## src/rtl/score_display_if.sv

```systemverilog
// Score-in / display-out bundle between the board top (master) and the score display (slave).
interface score_display_if;
    logic [15:0] score;
    logic [6:0]  seg;
    logic [7:0]  an;
    logic        dp;
    logic        busy;

    modport master (output score, input seg, an, dp, busy);
    modport slave  (input score, output seg, an, dp, busy);
endinterface

```

## src/rtl/score_display.sv

```systemverilog
// Converts a 16-bit score to BCD with a sequential double-dabble engine and scans it
// onto an active-low multiplexed seven-segment display with leading-zero blanking.
module score_display #(
    parameter int unsigned SCAN_DIV   = 100000,
    parameter int unsigned NUM_DIGITS = 5
) (
    input  logic           clk,
    input  logic           reset,
    score_display_if.slave bus
);
    localparam int unsigned CntW = (SCAN_DIV > 1) ? $clog2(SCAN_DIV) : 1;
    localparam int unsigned BcdW = 4 * NUM_DIGITS;

    typedef enum logic [1:0] {StIdle, StShift, StLatch} state_e;

    state_e          state_q, state_d;
    logic [15:0]     last_score_q, last_score_d;
    logic [15:0]     bin_q, bin_d;
    logic [BcdW-1:0] acc_q, acc_d;
    logic [BcdW-1:0] disp_q, disp_d;
    logic [3:0]      iter_q, iter_d;
    logic            busy_q, busy_d;
    logic [CntW-1:0] cnt_q, cnt_d;
    logic [2:0]      idx_q, idx_d;
    logic [6:0]      seg_q, seg_d;
    logic [7:0]      an_q, an_d;
    logic [BcdW-1:0] acc_adj;
    logic [3:0]      digit;
    logic            blank;

    always_comb begin
        state_d      = state_q;
        last_score_d = last_score_q;
        bin_d        = bin_q;
        acc_d        = acc_q;
        disp_d       = disp_q;
        iter_d       = iter_q;
        busy_d       = busy_q;
        acc_adj      = acc_q;
        for (int i = 0; i < NUM_DIGITS; i++) begin
            if (acc_q[4*i +: 4] >= 4'd5) acc_adj[4*i +: 4] = acc_q[4*i +: 4] + 4'd3;
        end
        case (state_q)
            StIdle: begin
                if (bus.score != last_score_q) begin
                    bin_d        = bus.score;
                    last_score_d = bus.score;
                    acc_d        = '0;
                    iter_d       = '0;
                    busy_d       = 1'b1;
                    state_d      = StShift;
                end
            end
            StShift: begin
                {acc_d, bin_d} = {acc_adj[BcdW-2:0], bin_q, 1'b0};
                iter_d         = iter_q + 4'd1;
                if (iter_q == 4'd15) state_d = StLatch;
            end
            StLatch: begin
                disp_d  = acc_q;
                busy_d  = 1'b0;
                state_d = StIdle;
            end
            default: state_d = StIdle;
        endcase
    end

    // an/seg are built from the next index and next display value so they change together.
    always_comb begin
        cnt_d = cnt_q + 1'b1;
        idx_d = idx_q;
        if (cnt_q == CntW'(SCAN_DIV - 1)) begin
            cnt_d = '0;
            idx_d = (idx_q == 3'(NUM_DIGITS - 1)) ? 3'd0 : idx_q + 3'd1;
        end
        an_d  = ~(8'd1 << idx_d);
        digit = '0;
        blank = 1'b0;
        for (int i = 0; i < NUM_DIGITS; i++) begin
            if (idx_d == 3'(i)) begin
                digit = disp_d[4*i +: 4];
                blank = (i != 0) && ((disp_d >> (4 * i)) == '0);
            end
        end
        case (digit)
            4'd0:    seg_d = 7'b1000000;
            4'd1:    seg_d = 7'b1111001;
            4'd2:    seg_d = 7'b0100100;
            4'd3:    seg_d = 7'b0110000;
            4'd4:    seg_d = 7'b0011001;
            4'd5:    seg_d = 7'b0010010;
            4'd6:    seg_d = 7'b0000010;
            4'd7:    seg_d = 7'b1111000;
            4'd8:    seg_d = 7'b0000000;
            4'd9:    seg_d = 7'b0010000;
            default: seg_d = 7'b1111111;
        endcase
        if (blank) seg_d = 7'b1111111;
    end

    always_ff @(posedge clk) begin
        if (reset) begin
            state_q      <= StIdle;
            last_score_q <= '0;
            bin_q        <= '0;
            acc_q        <= '0;
            disp_q       <= '0;
            iter_q       <= '0;
            busy_q       <= 1'b0;
            cnt_q        <= '0;
            idx_q        <= '0;
            seg_q        <= 7'b1000000;
            an_q         <= 8'hFE;
        end else begin
            state_q      <= state_d;
            last_score_q <= last_score_d;
            bin_q        <= bin_d;
            acc_q        <= acc_d;
            disp_q       <= disp_d;
            iter_q       <= iter_d;
            busy_q       <= busy_d;
            cnt_q        <= cnt_d;
            idx_q        <= idx_d;
            seg_q        <= seg_d;
            an_q         <= an_d;
        end
    end

    assign bus.seg  = seg_q;
    assign bus.an   = an_q;
    assign bus.dp   = 1'b1;
    assign bus.busy = busy_q;

    for (genvar g = 0; g < NUM_DIGITS; g++) begin : g_bcd_chk
        a_bcd_legal: assert property (@(posedge clk) disable iff (reset)
            disp_q[4*g +: 4] <= 4'd9);
    end
endmodule

```

## src/flat_wrapper.sv

```systemverilog
// flat-port wrapper written by rule: the top's interface ports become plain ports
module score_display_flat 
#(
    parameter int unsigned SCAN_DIV   = 100000,
    parameter int unsigned NUM_DIGITS = 5
)
  (clk, reset, bus_score, bus_seg, bus_an, bus_dp, bus_busy);
  score_display_if bus_i ();
  input  logic clk;
  input  logic reset;
  input wire logic [$bits(bus_i.score)-1:0] bus_score;
  output wire logic [$bits(bus_i.seg)-1:0] bus_seg;
  output wire logic [$bits(bus_i.an)-1:0] bus_an;
  output wire logic [$bits(bus_i.dp)-1:0] bus_dp;
  output wire logic [$bits(bus_i.busy)-1:0] bus_busy;
  assign bus_i.score = bus_score;
  assign bus_seg = bus_i.seg;
  assign bus_an = bus_i.an;
  assign bus_dp = bus_i.dp;
  assign bus_busy = bus_i.busy;
  score_display #(.SCAN_DIV(SCAN_DIV), .NUM_DIGITS(NUM_DIGITS)) u_core (.clk(clk), .reset(reset), .bus(bus_i));
endmodule
```

## config.mk

```make
export PLATFORM = sky130hd
export DESIGN_NAME = score_display_flat
export DESIGN_NICKNAME = d
export VERILOG_FILES = /design/src/rtl/score_display_if.sv /design/src/rtl/score_display.sv /design/src/flat_wrapper.sv
export SDC_FILE = /design/constraint.sdc
export NUM_CORES = 1
export LEC_CHECK = 0
export ABC_AREA = 1
export CORE_MARGIN = 2
export CORE_UTILIZATION = 25
export DETAILED_ROUTE_END_ITERATION = 12
export PLACE_DENSITY = 0.45
export SYNTH_ARGS = -nofsm -noshare
export SYNTH_HDL_FRONTEND = slang
export SYNTH_SLANG_ARGS = --single-unit
```

## constraint.sdc

```tcl
create_clock -name clk -period 2.9 [get_ports clk]
set_input_delay 0.725 -clock clk [delete_from_list [all_inputs] [get_ports clk]]
set_output_delay 0.725 -clock clk [all_outputs]
set_load 0.05 [all_outputs]
```

## Word-level counts from Yosys, hierarchy flattened

Memory sizes are Yosys's and may differ from the RTL's.
Index checks and enable logic that the tools add are counted.

- Output and inout bits: 17
- Logic and storage cells: 83
- Memories: 1
- Register bits: 114
- Bits of input ports: 18
- Bits in read-only memories: 112

- Add/sub/neg operators: 8
- Shift operators: 1
- Bitwise gates (word level): 1
- Order comparisons: 5
- Multiplexer cells: 29
- Eq/ne operators: 12
- Reductions and logical operators: 14

Memory list:

| memory | words | bits a word | rd ports | clocked after memory_dff | write ports | line | source |
|---|---|---|---|---|---|---|---|
| (no name shown) | 16 | 7 | 1 | 0 | 0 | score_display.sv:85 | `case (digit)` |

Operators with widths:

| cell | count |
|---|---|
| zero test 20 bit | 4 |
| two-way mux 20 bit | 2 |
| two-way mux 4 bit | 10 |
| case mux 20 bit (2 select lines) | 1 |
| case mux 16 bit (2 select lines) | 1 |
| >= comparator 4 x 3 -> 1 bit (second input constant) | 5 |
| adder 17 x 1 -> 17 bit (second input constant) | 1 |
| equality test 17 bit (second input constant) | 1 |
| adder 4 x 2 -> 4 bit (second input constant) | 4 |
| two-way mux 16 bit | 1 |
| inequality test 16 bit | 1 |
| two-way mux 3 bit | 3 |
| inverter 8 bit | 1 |
| case mux 4 bit (2 select lines) | 1 |
| AND reduction 2 bit | 4 |
| left shift 1 x 3 -> 8 bit (first input constant) | 1 |
| equality test 3 x 2 -> 1 bit (second input constant) | 2 |
| equality test 3 bit (second input constant) | 2 |
| two-way mux 6 bit | 1 |
| two-way mux 1 bit | 5 |
| adder 4 x 1 -> 4 bit (second input constant) | 1 |
| equality test 4 bit (second input constant) | 1 |
| two-way mux 2 bit | 2 |
| inequality test 2 x 1 -> 1 bit (second input constant) | 2 |
| 11 further kinds | 13 |

## Depth between registers and ports, before layout

An unclocked memory read counts as a cell.

- Depth after elaboration: 11
- Mapped depth: 21
- Depth with buffers taken out: 21

## Least setup slack after synthesis

Ideal clock, no wire load.

- Path kind: reg-to-reg
- Start: reg u_core.cnt_q[0]
- End: reg u_core.seg_q[0], in the netlist u_core.bus.seg[0]
- Clock period less this slack: 2396 ps
- Data arrival time: 2287 ps
- Path buffers: 0
- Slack: 504 ps
- Required time: 2791 ps
- Cell stages (with the launch flop): 19
- Setup time: 109 ps
- Path through: dfxtp_1 -> ha_1 -> nand3_2 -> inv_1 -> nand4_2 -> nand2_4 -> nand2_2 -> nor2_4 -> inv_4 -> or2_1 -> nand2_1 -> inv_1 -> ha_1 -> inv_1 -> nand4_1 -> nand3_1 -> nand3_1 -> nand2_1 -> inv_1

- Word-level cells in the longest chain between the ends: 10
- Elaborated cells on any way between the ends: 18
- Classes of those cells: eq/ne (5); mux (11); reduce/logical (1); memory (1)

RTL lines:

| element | line | source |
|---|---|---|
| start: declaration | score_display.sv:23 | `logic [CntW-1:0] cnt_q, cnt_d;` |
| start signal: assignment | score_display.sv:122 | `cnt_q <= cnt_d;` |
| equality test 17 bit * | score_display.sv:72 | `if (cnt_q == CntW'(SCAN_DIV - 1)) begin` |
| two-way mux 3 bit * | score_display.sv:72 |  |
| zero test 3 bit | score_display.sv:80 | `if (idx_d == 3'(i)) begin` |
| two-way mux 4 bit (5 in series) | score_display.sv:80 |  |
| memory read (16 x 7 bit) | -- |  |
| two-way mux 6 bit * | score_display.sv:98 | `if (blank) seg_d = 7'b1111111;` |
| end signal: assignment | score_display.sv:124 | `seg_q <= seg_d;` |
| end: declaration | score_display.sv:25 | `logic [6:0] seg_q, seg_d;` |

Every way passes the cells marked *; elsewhere a longest branch is shown, timed or not.
A chain may end at the register's enable or synchronous reset.

## Worst setup path in the final report

- Start: reg u_core.cnt_q[0]
- End: reg u_core.seg_q[3], in the netlist u_core.bus.seg[3]

Same word-level chain as after synthesis.

==> metrics.txt <==
status=complete, no violations; clk sinks=114; Area contributors post-synth=dfxtp_1, nand2_1, inv_1, a21oi_1, nor2_1; ys async rst share=0%; Setup-failing EPs final=0; DRT Pass-1 Iters=4; first-pass GRT wire length=21.6 mm; # hold bufs at CTS=0; drt wl/cell=11.2 microns; I/O Pins=35; Worst Path Arrival=2950 ps; setup total negative slack=0 ps; top-area cell type share of the netlist area=40.5%; Placed Area=6380 sq um; delay of the slowest critical-path stage=350 ps; WP depth=20; Cell Area, Synth=5640 sq um; CP Capture Type=flip-flop; Synth Warn #=0; DP HPWL=8.70 mm; vias in the first global route=4464; Antenna Violating Nets Remaining=0; Port Buffers=33; Starting Density=25.7%; Max rail drop VDD=0.229 mV; Worst R2R Setup Slack=270 ps; synthesized net count=823; area delta synth->final=23.5%; TritonCTS clock tree=done; Final Slew Violations=0; ratio of cells with drive above 1 in the final layout=13.4%; H-tree levels=4; RR Endpoint=u_core.bus.seg[3]; Mapped Avg Cell Area=7.18 sq um; sequential area share after synthesis=40.5%; final worst-path cycle share=90.8%; largest net degree at the start of global routing=83; post_cts resized=0; Leak=2.93 nW; CTS buffer count=17; beginning of the worst hold path=u_core.cnt_q[0]; Max FO, Critical Path=5; Chip Height=154 microns; Worst-Margin Slew=909 ps; clock root buffer=clkbuf_16; clock buffer depth=2; fin nets=869; ANT cells=0; CP Launch Type=flip-flop; Placeable Area=22000 sq um; final routed DRC violation total=0; worst setup path endpoint=u_core.bus.seg[3]; routed wire length=12.6 mm; Critical Path, Cell by Cell=ha_1, nand3_2, nor2_2, nand3_1, nand2_1, nand2_2, nor2_2, nand2_2, inv_2, nand2_1, o21ai_1, nand2_1, buf_4, ha_1, inv_1, nand2_1, nand3_1, nand3_1, nand2_1, inv_1; Buf+Inv Stages, Crit Path=4; Rows=54; Vias=4804; CP dominant cell by count=nand2_1; initial DRC count=209; Hold Path Class=reg -> reg; FF+latch count, synth=114; Critical path origin=u_core.cnt_q[0]; initial antenna violation count=0; Yosys top cell by area=dfxtp_1; Critical R2R Launch=u_core.cnt_q[0]; max-cap viol count=0; clk_lat worst skew=430 ps; Die Area=23800 sq um; Final Cell Area=6970 sq um; final hold violation count=0; Power Dens Cells=556 nW/um^2; CP required=3210 ps; leading cell type by number of instances after synthesis=nand2_1; GRT Resource Usage Total=11.2%; die width=154 microns; Post-synth top cells=nand2_1, dfxtp_1, inv_1, nor2_1, a21oi_1; RSZ-0062 raised after global routing=false; post-CTS setup buffer count=0; Max Clock Freq=380 MHz; total congestion overflow=0; post-synth cell types=43; number of vias per cell=4.27; R2R cell count=20; Reg clk slew, reported paths=60 ps; Synth Instances=786; relative slew slack=39.4%; Post-synth EDFFs=0; Slowest-stage cell, CP=dfxtp_1; minimum clock period=2630 ps; Final Skew=24.0 ps; ys flop type=dfxtp_1; Setup CP Type=reg -> reg; gpl congestion=0.749; family with the most delay on the worst path=simple AND/OR/NAND/NOR gates
registers in the layout, indices dropped and copies added, names as in the netlist:
signal,count
u_core.acc_q,20
u_core.bus.busy,1
u_core.disp_q,20
u_core.last_score_q,16
u_core.idx_q,3
u_core.bus.seg,7
u_core.iter_q,4
u_core.cnt_q,17
u_core.bus.an,8
u_core.state_q,2
u_core.bin_q,16
routing by layer:
layer	vias up	share of wire, %	GRT usage, %
met5	-	0	0
met4	0	0.47	3.74
met3	2	2.5	3.19
met2	43	44	16.9
met1	2146	53	15.2
li1	2613	-	-
worst min path at each step:
stage,depth (start not counted),end
global placement,1,u_core.cnt_q[0]
finish,1,u_core.cnt_q[0]
floorplan,1,u_core.cnt_q[0]
detailed placement,1,u_core.cnt_q[0]
global route,1,u_core.cnt_q[0]
CTS,1,u_core.cnt_q[0]
stage by stage:
stage	setup WS, ps	power [W]	utilization [%]	hold WS (ps)	std cells
4_1_cts	213	0.00395	31.7	449	1125
3_5_place_dp	169	0.00188	29.0	440	1093
6_report	266	0.00387	31.7	447	1125
3_3_place_gp	177	0.00188	29.0	433	1093
2_1_floorplan	504	0.00179	-	418	786
5_1_grt	1.99	0.00405	31.7	466	1125
layout make-up:
cell class | count | area, sq um
clock buffers | 17 | 425
clock inverters | 15 | 150
fillers | 2350 | 15000
inverters | 110 | 415
multi-input cells | 535 | 2830
flip-flops and latches | 114 | 2280
well taps | 280 | 350
repair buffers | 54 | 508
layout by cell type, fill, tap and decap left out, types with 10 or more instances in the layout:
cell type        instances
a21oi_1                 56
a31oi_1                 15
nand3_1                 47
dfxtp_1                114
ha_1                    19
clkdlybuf4s50_1         32
clkbuf_16               17
o21ai_0                 19
nor2_2                  10
buf_4                   19
inv_2                   11
xor2_1                  15
nor2_1                  64
nand2_1                194
nand4_1                 19
inv_1                   95
cell families after synthesis:
group                      after synthesis  share of synthesized area (%)
and+or+nand+nor                        390                           32.3
DFF                                    114                           40.5
xor gates and xnor gates                19                           2.95
adders and majority gates               19                           4.21
AOI/OAI and AO/OA                      106                           10.4
other                                    1                         0.0665
buffers and inverters                  137                           9.58
power by group:
group | internal [W] | switching, W
Clock | 0.00120 | 0.000829
Sequential | 0.00161 | 0.0000247
Combinational | 0.0000817 | 0.000125
Total | 0.00289 | 0.000979
Note: power is estimated with default switching activity, not from simulation.
